==> src/rtl/jtag_tap_sequencer.sv <==
// jtag_tap_sequencer: drives TMS/TDI/TRST to load one instruction and shift one test vector,
// tracking the target TAP state and capturing TDO during the DR shift.
module jtag_tap_sequencer #(
    parameter int RESET_TMS_CYCLES = 5,
    parameter int MAX_VECTOR_WIDTH = 32,
    parameter int MAX_INSTR_WIDTH  = 5
) (
    input  logic                        clk,
    input  logic                        reset,
    input  logic                        req_valid,
    output logic                        req_ready,
    input  logic [MAX_INSTR_WIDTH-1:0]  req_instr,
    input  logic [2:0]                  req_instr_width,
    input  logic [MAX_VECTOR_WIDTH-1:0] req_vector,
    input  logic [5:0]                  req_vector_width,
    input  logic                        req_trst_en,
    output logic                        jtag_tms,
    output logic                        jtag_tdi,
    output logic                        jtag_trst_n,
    input  logic                        jtag_tdo,
    output logic                        rsp_valid,
    output logic [MAX_VECTOR_WIDTH-1:0] rsp_data,
    output logic                        rsp_err,
    output logic [3:0]                  tap_state
);
    localparam logic [3:0] jtagResetState     = 4'd0;
    localparam logic [3:0] jtagIdleState      = 4'd1;
    localparam logic [3:0] jtagSelectDrState  = 4'd2;
    localparam logic [3:0] jtagSelectIrState  = 4'd3;
    localparam logic [3:0] jtagCaptureIrState = 4'd4;
    localparam logic [3:0] jtagShiftIrState   = 4'd5;
    localparam logic [3:0] jtagExit1IrState   = 4'd6;
    localparam logic [3:0] jtagPauseIrState   = 4'd7;
    localparam logic [3:0] jtagExit2IrState   = 4'd8;
    localparam logic [3:0] jtagUpdateIrState  = 4'd9;
    localparam logic [3:0] jtagCaptureDrState = 4'd10;
    localparam logic [3:0] jtagShiftDrState   = 4'd11;
    localparam logic [3:0] jtagExit1DrState   = 4'd12;
    localparam logic [3:0] jtagPauseDrState   = 4'd13;
    localparam logic [3:0] jtagExit2DrState   = 4'd14;
    localparam logic [3:0] jtagUpdateDrState  = 4'd15;

    localparam logic [2:0] phInit     = 3'd0;
    localparam logic [2:0] phIdle     = 3'd1;
    localparam logic [2:0] phErr      = 3'd2;
    localparam logic [2:0] phTrst     = 3'd3;
    localparam logic [2:0] phTrstIdle = 3'd4;
    localparam logic [2:0] phRun      = 3'd5;
    localparam logic [2:0] phResp     = 3'd6;

    localparam int CW = $clog2(MAX_VECTOR_WIDTH);
    localparam logic [5:0] rstLen = 6'(RESET_TMS_CYCLES);

    logic [2:0]                  phase;
    logic [5:0]                  cnt;
    logic [5:0]                  nLast;
    logic [5:0]                  mLast;
    logic [CW-1:0]               capIdx;
    logic                        irDone;
    logic [MAX_INSTR_WIDTH-1:0]  instrSh;
    logic [MAX_VECTOR_WIDTH-1:0] vecSh;
    logic [3:0]                  nextTap;
    logic                        tmsNext;
    logic                        accept;
    logic                        legal;

    assign accept = req_valid && req_ready;
    assign legal  = req_instr_width >= 3'd3 && req_instr_width <= 3'd5 &&
                    (req_vector_width inside {6'd8, 6'd16, 6'd24, 6'd32});

    // IEEE 1149.1 transition taken by the target on the coming edge
    always_comb begin
        case (tap_state)
            jtagResetState:     nextTap = jtag_tms ? jtagResetState    : jtagIdleState;
            jtagIdleState:      nextTap = jtag_tms ? jtagSelectDrState : jtagIdleState;
            jtagSelectDrState:  nextTap = jtag_tms ? jtagSelectIrState : jtagCaptureDrState;
            jtagSelectIrState:  nextTap = jtag_tms ? jtagResetState    : jtagCaptureIrState;
            jtagCaptureIrState: nextTap = jtag_tms ? jtagExit1IrState  : jtagShiftIrState;
            jtagShiftIrState:   nextTap = jtag_tms ? jtagExit1IrState  : jtagShiftIrState;
            jtagExit1IrState:   nextTap = jtag_tms ? jtagUpdateIrState : jtagPauseIrState;
            jtagPauseIrState:   nextTap = jtag_tms ? jtagExit2IrState  : jtagPauseIrState;
            jtagExit2IrState:   nextTap = jtag_tms ? jtagUpdateIrState : jtagShiftIrState;
            jtagUpdateIrState:  nextTap = jtag_tms ? jtagSelectDrState : jtagIdleState;
            jtagCaptureDrState: nextTap = jtag_tms ? jtagExit1DrState  : jtagShiftDrState;
            jtagShiftDrState:   nextTap = jtag_tms ? jtagExit1DrState  : jtagShiftDrState;
            jtagExit1DrState:   nextTap = jtag_tms ? jtagUpdateDrState : jtagPauseDrState;
            jtagPauseDrState:   nextTap = jtag_tms ? jtagExit2DrState  : jtagPauseDrState;
            jtagExit2DrState:   nextTap = jtag_tms ? jtagUpdateDrState : jtagShiftDrState;
            default:            nextTap = jtag_tms ? jtagSelectDrState : jtagIdleState;
        endcase
    end

    // TMS to present while the target sits in nextTap; cnt counts shift cycles already issued
    always_comb begin
        case (nextTap)
            jtagSelectDrState: tmsNext = !irDone;
            jtagShiftIrState:  tmsNext = cnt == nLast;
            jtagShiftDrState:  tmsNext = cnt == mLast;
            jtagExit1IrState, jtagUpdateIrState, jtagExit1DrState: tmsNext = 1'b1;
            default:           tmsNext = 1'b0;
        endcase
    end

    always_ff @(posedge clk or negedge reset) begin
        if (!reset) begin
            phase       <= phInit;
            cnt         <= '0;
            nLast       <= '0;
            mLast       <= '0;
            capIdx      <= '0;
            irDone      <= 1'b0;
            instrSh     <= '0;
            vecSh       <= '0;
            jtag_tms    <= 1'b1;
            jtag_tdi    <= 1'b0;
            jtag_trst_n <= 1'b1;
            req_ready   <= 1'b0;
            rsp_valid   <= 1'b0;
            rsp_data    <= '0;
            rsp_err     <= 1'b0;
            tap_state   <= jtagResetState;
        end else begin
            tap_state <= phase == phTrst ? jtagResetState : nextTap;
            case (phase)
                phInit: begin
                    jtag_tms <= cnt + 6'd1 < rstLen;
                    cnt      <= cnt == rstLen ? '0 : cnt + 6'd1;
                    if (cnt == rstLen) begin
                        phase     <= phIdle;
                        req_ready <= 1'b1;
                    end
                end
                phIdle: begin
                    jtag_tms <= 1'b0;
                    if (accept) begin
                        req_ready   <= 1'b0;
                        rsp_data    <= '0;
                        capIdx      <= '0;
                        irDone      <= 1'b0;
                        cnt         <= '0;
                        instrSh     <= req_instr;
                        vecSh       <= req_vector;
                        nLast       <= {3'b000, req_instr_width} - 6'd1;
                        mLast       <= req_vector_width - 6'd1;
                        jtag_tms    <= legal && !req_trst_en;
                        jtag_trst_n <= !(legal && req_trst_en);
                        phase       <= !legal ? phErr : req_trst_en ? phTrst : phRun;
                    end
                end
                phErr: begin
                    rsp_valid <= 1'b1;
                    rsp_err   <= 1'b1;
                    phase     <= phResp;
                end
                phTrst: begin
                    jtag_trst_n <= 1'b1;
                    jtag_tms    <= 1'b0;
                    phase       <= phTrstIdle;
                end
                phTrstIdle: begin
                    jtag_tms <= 1'b1;
                    phase    <= phRun;
                end
                phRun: begin
                    jtag_tms <= tmsNext;
                    cnt      <= (nextTap == jtagShiftIrState || nextTap == jtagShiftDrState) ? cnt + 6'd1 : '0;
                    jtag_tdi <= nextTap == jtagShiftIrState ? instrSh[0] : nextTap == jtagShiftDrState && vecSh[0];
                    if (nextTap == jtagShiftIrState)
                        instrSh <= instrSh >> 1;
                    if (nextTap == jtagShiftDrState)
                        vecSh <= vecSh >> 1;
                    if (nextTap == jtagUpdateIrState)
                        irDone <= 1'b1;
                    if (tap_state == jtagShiftDrState) begin
                        rsp_data[capIdx] <= jtag_tdo;
                        capIdx           <= capIdx + CW'(1);
                    end
                    if (nextTap == jtagIdleState) begin
                        rsp_valid <= 1'b1;
                        phase     <= phResp;
                    end
                end
                phResp: begin
                    rsp_valid <= 1'b0;
                    rsp_err   <= 1'b0;
                    req_ready <= 1'b1;
                    phase     <= phIdle;
                end
                default: phase <= phInit;
            endcase
        end
    end
endmodule

==> config.mk <==
export PLATFORM = sky130hd
export DESIGN_NAME = jtag_tap_sequencer
export DESIGN_NICKNAME = d
export VERILOG_FILES = /design/src/rtl/jtag_tap_sequencer.sv
export SDC_FILE = /design/constraint.sdc
export NUM_CORES = 1
export LEC_CHECK = 0
export CAP_MARGIN = 20
export CORE_MARGIN = 5
export CORE_UTILIZATION = 54
export DETAILED_ROUTE_END_ITERATION = 12
export HOLD_SLACK_MARGIN = 0.08
export PLACE_DENSITY = 0.81
export SYNTH_ARGS = -nofsm -noshare
export SYNTH_HDL_FRONTEND = slang
export SYNTH_SLANG_ARGS = --single-unit
export TNS_END_PERCENT = 10
==> constraint.sdc <==
create_clock -name clk -period 2.4 [get_ports clk]
set_input_delay 0.36 -clock clk [delete_from_list [all_inputs] [get_ports clk]]
set_output_delay 0.36 -clock clk [all_outputs]
set_load 0.005 [all_outputs]
==> results.txt <==
- The flow ran to the end, and the final reports show no timing, DRC or antenna violations.
- After clock tree synthesis, the clock-pin slew on the worst setup and hold paths is 0.11 ns.
- STA classifies the critical path startpoint as a flip-flop.
- The number of global-route vias before repair came to 4730.
- Final Skew: 0.0145 ns
- The die is 111 um tall.
- Flop and latch count out of synthesis: 104
* Avg Cell Area, Syn: 8.79 um^2
- Cell-by-cell listing of the critical path: a2111oi_4 -> buf_4 -> mux2_2 -> a21oi_1 -> a41o_1
- After detailed routing, the number of remaining DRC violations is 0.
* Data required time of the critical path: 2.71 ns
- Top cells by area in the synthesized netlist: dfrtp_1, nand2_1, mux2i_1
* Number of levels the H-tree was split into: 3
* CP max stage cell: dfrtp_1
* Number of violations reported at the end of detailed-routing iteration 0: 392
- In the global route stage, overall resource usage came out at 21.5%.
* Fmax achieved: 0.475 GHz
- Starting density of the core: 54.5%
- Pin slew with the least headroom to its limit: 0.500 ns
- Total number of clock tree sinks: 104
* Max cap viols: 0
- Maximum resistive drop on vdd: 0.434 mV
- Power comes to 7030 uW.
- The initial antenna violation count is 0.
- The detail route stage leaves a number of antenna-violating nets equal to 0.
- Number of top-level pins: 93
- The post-route netlist has 6.51% of its cells at a drive strength greater than 1.
* Proportion of synthesized chip area in sequential cells: 47.1%
- Critical Path Max Stage Delay: 0.57 ns
- Yosys printed 0 warnings.
- Worst hold slack: 0.435 ns
* Horizontal extent of the die: 111 um
- Most instantiated flip-flop cell in the synthesis netlist: dfrtp_1
- Buffer levels on the longest clock path: 2
- Summed over its instances, the top area cell type makes up 46.2% of the synthesized netlist area.
* Number of instances in the synthesized netlist: 629
- Met2 GRT Util: 36.5%
* FFs w/ async S/R, synth: 100%
- The floorplan has 37 rows.
- In this run the tool buffered the top-level ports with 92 buffer cells.
* CP delay by family, top: compound AO/OA/AOI/OAI gates
- The number of different library cells used by synthesis comes to 51.
- Synth area leader: dfrtp_1
- Via count: 4784
- The first global-routing pass estimated 22.5 mm of wire.
- When the netlist entered floorplanning its net count stood at 690.
- # nets final: 763
- The later pin in the worst-skew pair is clocked with a latency of 0.37 ns.
- CTS placed an instance of clkbuf_8 at the clock tree root.
* Count of flip-flops with a built-in enable after synthesis: 0
* Number of diodes added for antenna fixing: 0
* Most frequent cells in the layout: nand2_1, dfrtp_1, clkdlybuf4s50_1, nor2_1, nand3_1
- Dividing the detail-routed via count by the number of cells gives 5.67.
* Met1 Usage GRT: 28.4%
- After global routing, the most crowded layer is met2.
- Setup TNS: 0 ns
* CORE AREA: 10100 um^2
- Post-route minimum period: 2.10 ns
- The final-report hold violation count came to 0.
- Crit end category: flip-flop
* Maximum number of pins on one net before global-route repair: 42
- Final period util: 87.7%
- The floorplan step defined a die boundary enclosing 12400 um^2.
* Most common library cell in the layout ignoring fill and taps: nand2_1
* Static leakage power: 0.00314 uW
- By startpoint and endpoint, the worst setup path is classified as reg -> reg.
* Wire length per cell after detailed routing: 15.6 um
* Number of standard cells in the final layout excluding fillers: 843
- At the end of routability-driven placement, the weighted congestion stood at 0.936.
- Count of buffer and inverter cells on the critical path: 1
* Area growth from synthesis to final layout: 22.6%
* Maximum fanout count along the critical path: 14
- Slew HR: 66.6%
* Overflow after GRT: 0
- RSZ-0062 raised after global routing: false
- Setup violations remaining at the end of the flow were counted as 0.
- Wires add up to 13.1 mm.
- After filler insertion, the fill cell instance count of the layout stands at 796.
- Number of detailed-route iterations in the first pass: 5
- Summed over all nets, the half-perimeter wirelength after detailed placement is 9.60 mm.
* Placed cell count: 826
- Met3 global-route usage: 2.95%
- Class of the tightest hold or removal check: in -> async
* Max Transition Viols Final: 0
* Clock tree from TritonCTS: done
- PwrDens: 1040 nW/um^2
- Netlist Area Pre-Place: 5530 um^2
- Data arrival time at the worst-slack endpoint: 2.41 ns
- Clock tree synthesis inserted a total of 9 buffers.
==> state kept, by name (all words and copies together), names as in the netlist <==
signal       flops
rsp_data        32
vecSh           32
cnt              6
mLast            6
capIdx           5
instrSh          5
nLast            4
tap_state        4
phase            3
irDone           1
jtag_tdi         1
jtag_tms         1
jtag_trst_n      1
req_ready        1
rsp_err          1
rsp_valid        1
==> Yosys cell counts, drive strengths merged, types with 4 or more instances <==
cell	instances
ha	10
a21oi	13
inv	22
mux2i	33
nor2	88
o22ai	7
nor3b	4
nor2b	6
nand2	107
dfrtp	102
a31oi	40
o21ai	35
clkbuf	26
xnor2	8
nand2b	5
nor3	7
nand3	42
buf	21
xor2	8
==> power by group <==
group	total (uW)	switching, uW	internal, uW	leakage, uW
logic	2910	1650	1260	0.00171
registers	2930	566	2370	0.00132
clock network	1190	671	516	0.000111
==> stage by stage <==
stage	setup slack (ns)	util (%)	instance area [um^2]
after floorplan	0.710	-	5530
final	0.296	66.9	6780
after detailed placement	0.223	64.6	6550
after global routing	0.197	66.9	6780
after global placement	0.314	64.6	6550
after CTS	0.311	66.9	6780
==> cell families (layout without fill, tap and decap cells) <==
logic type	after synthesis	in the layout	synth area share (%)
flops	104	104	47.1
mux	35	35	6.38
fa+ha+maj	10	10	2.26
compound gates	123	123	14.8
simple gates	272	272	21.2
buf+inv	69	147	5.70
xor+xnor	16	16	2.53
==> worst reg2reg max path, delay by kind of cell (launching register included) <==
family,cells,cell delay (ns)
multiplexers,1,0.33
AO/OA/AOI/OAI,3,0.92
flip-flops,1,0.57
buffers and inverters,1,0.22
==> metal layers <==
metal / share of wire, % / routed length, um
met5: 0 / 0
met4: 1.9 / 249
met2: 51 / 6690
met3: 5.1 / 669
met1: 42 / 5530
==> path summary, 6_finish.rpt <==
| path | endpoint | from | slack [ns] | depth (start not counted) |
|---|---|---|---|---|
| worst max register to register | jtag_tms$_DFFE_PN1P_ | tap_state[2]$_DFF_PN0_ | 0.30 | 5 |
| min in group clk | nLast[0]$_DFFE_PN0P_ | nLast[0]$_DFFE_PN0P_ | 0.49 | 2 |
| worst min-delay path | tap_state[0]$_DFF_PN0_ | reset | 0.44 | 2 |
| worst max-delay path | jtag_tms$_DFFE_PN1P_ | tap_state[2]$_DFF_PN0_ | 0.30 | 5 |
| max in group asynchronous | vecSh[6]$_DFFE_PN0P_ | reset | 1.37 | 3 |
| worst min register to register | nLast[0]$_DFFE_PN0P_ | nLast[0]$_DFFE_PN0P_ | 0.49 | 2 |
==> layout make-up <==
cell class	count	area, um^2	share of cell area (%)
multi-input cells	456	2620	38.6
flip-flops and latches	104	2610	38.4
repair buffers	109	1090	16.0
well taps	136	170	2.51
clock buffers	9	124	1.83
clock inverters	7	95.1	1.40
inverters	22	82.6	1.22
==> repair_timing <==
| item | in CTS | in global routing |
|---|---|---|
| setup buffers | 0 | 0 |
| hold buffers | 1 | 0 |
| endpoints found under the hold margin | 19 | 0 |
| gates resized for setup | 0 | 0 |
Note: power is estimated with default switching activity, not from simulation.
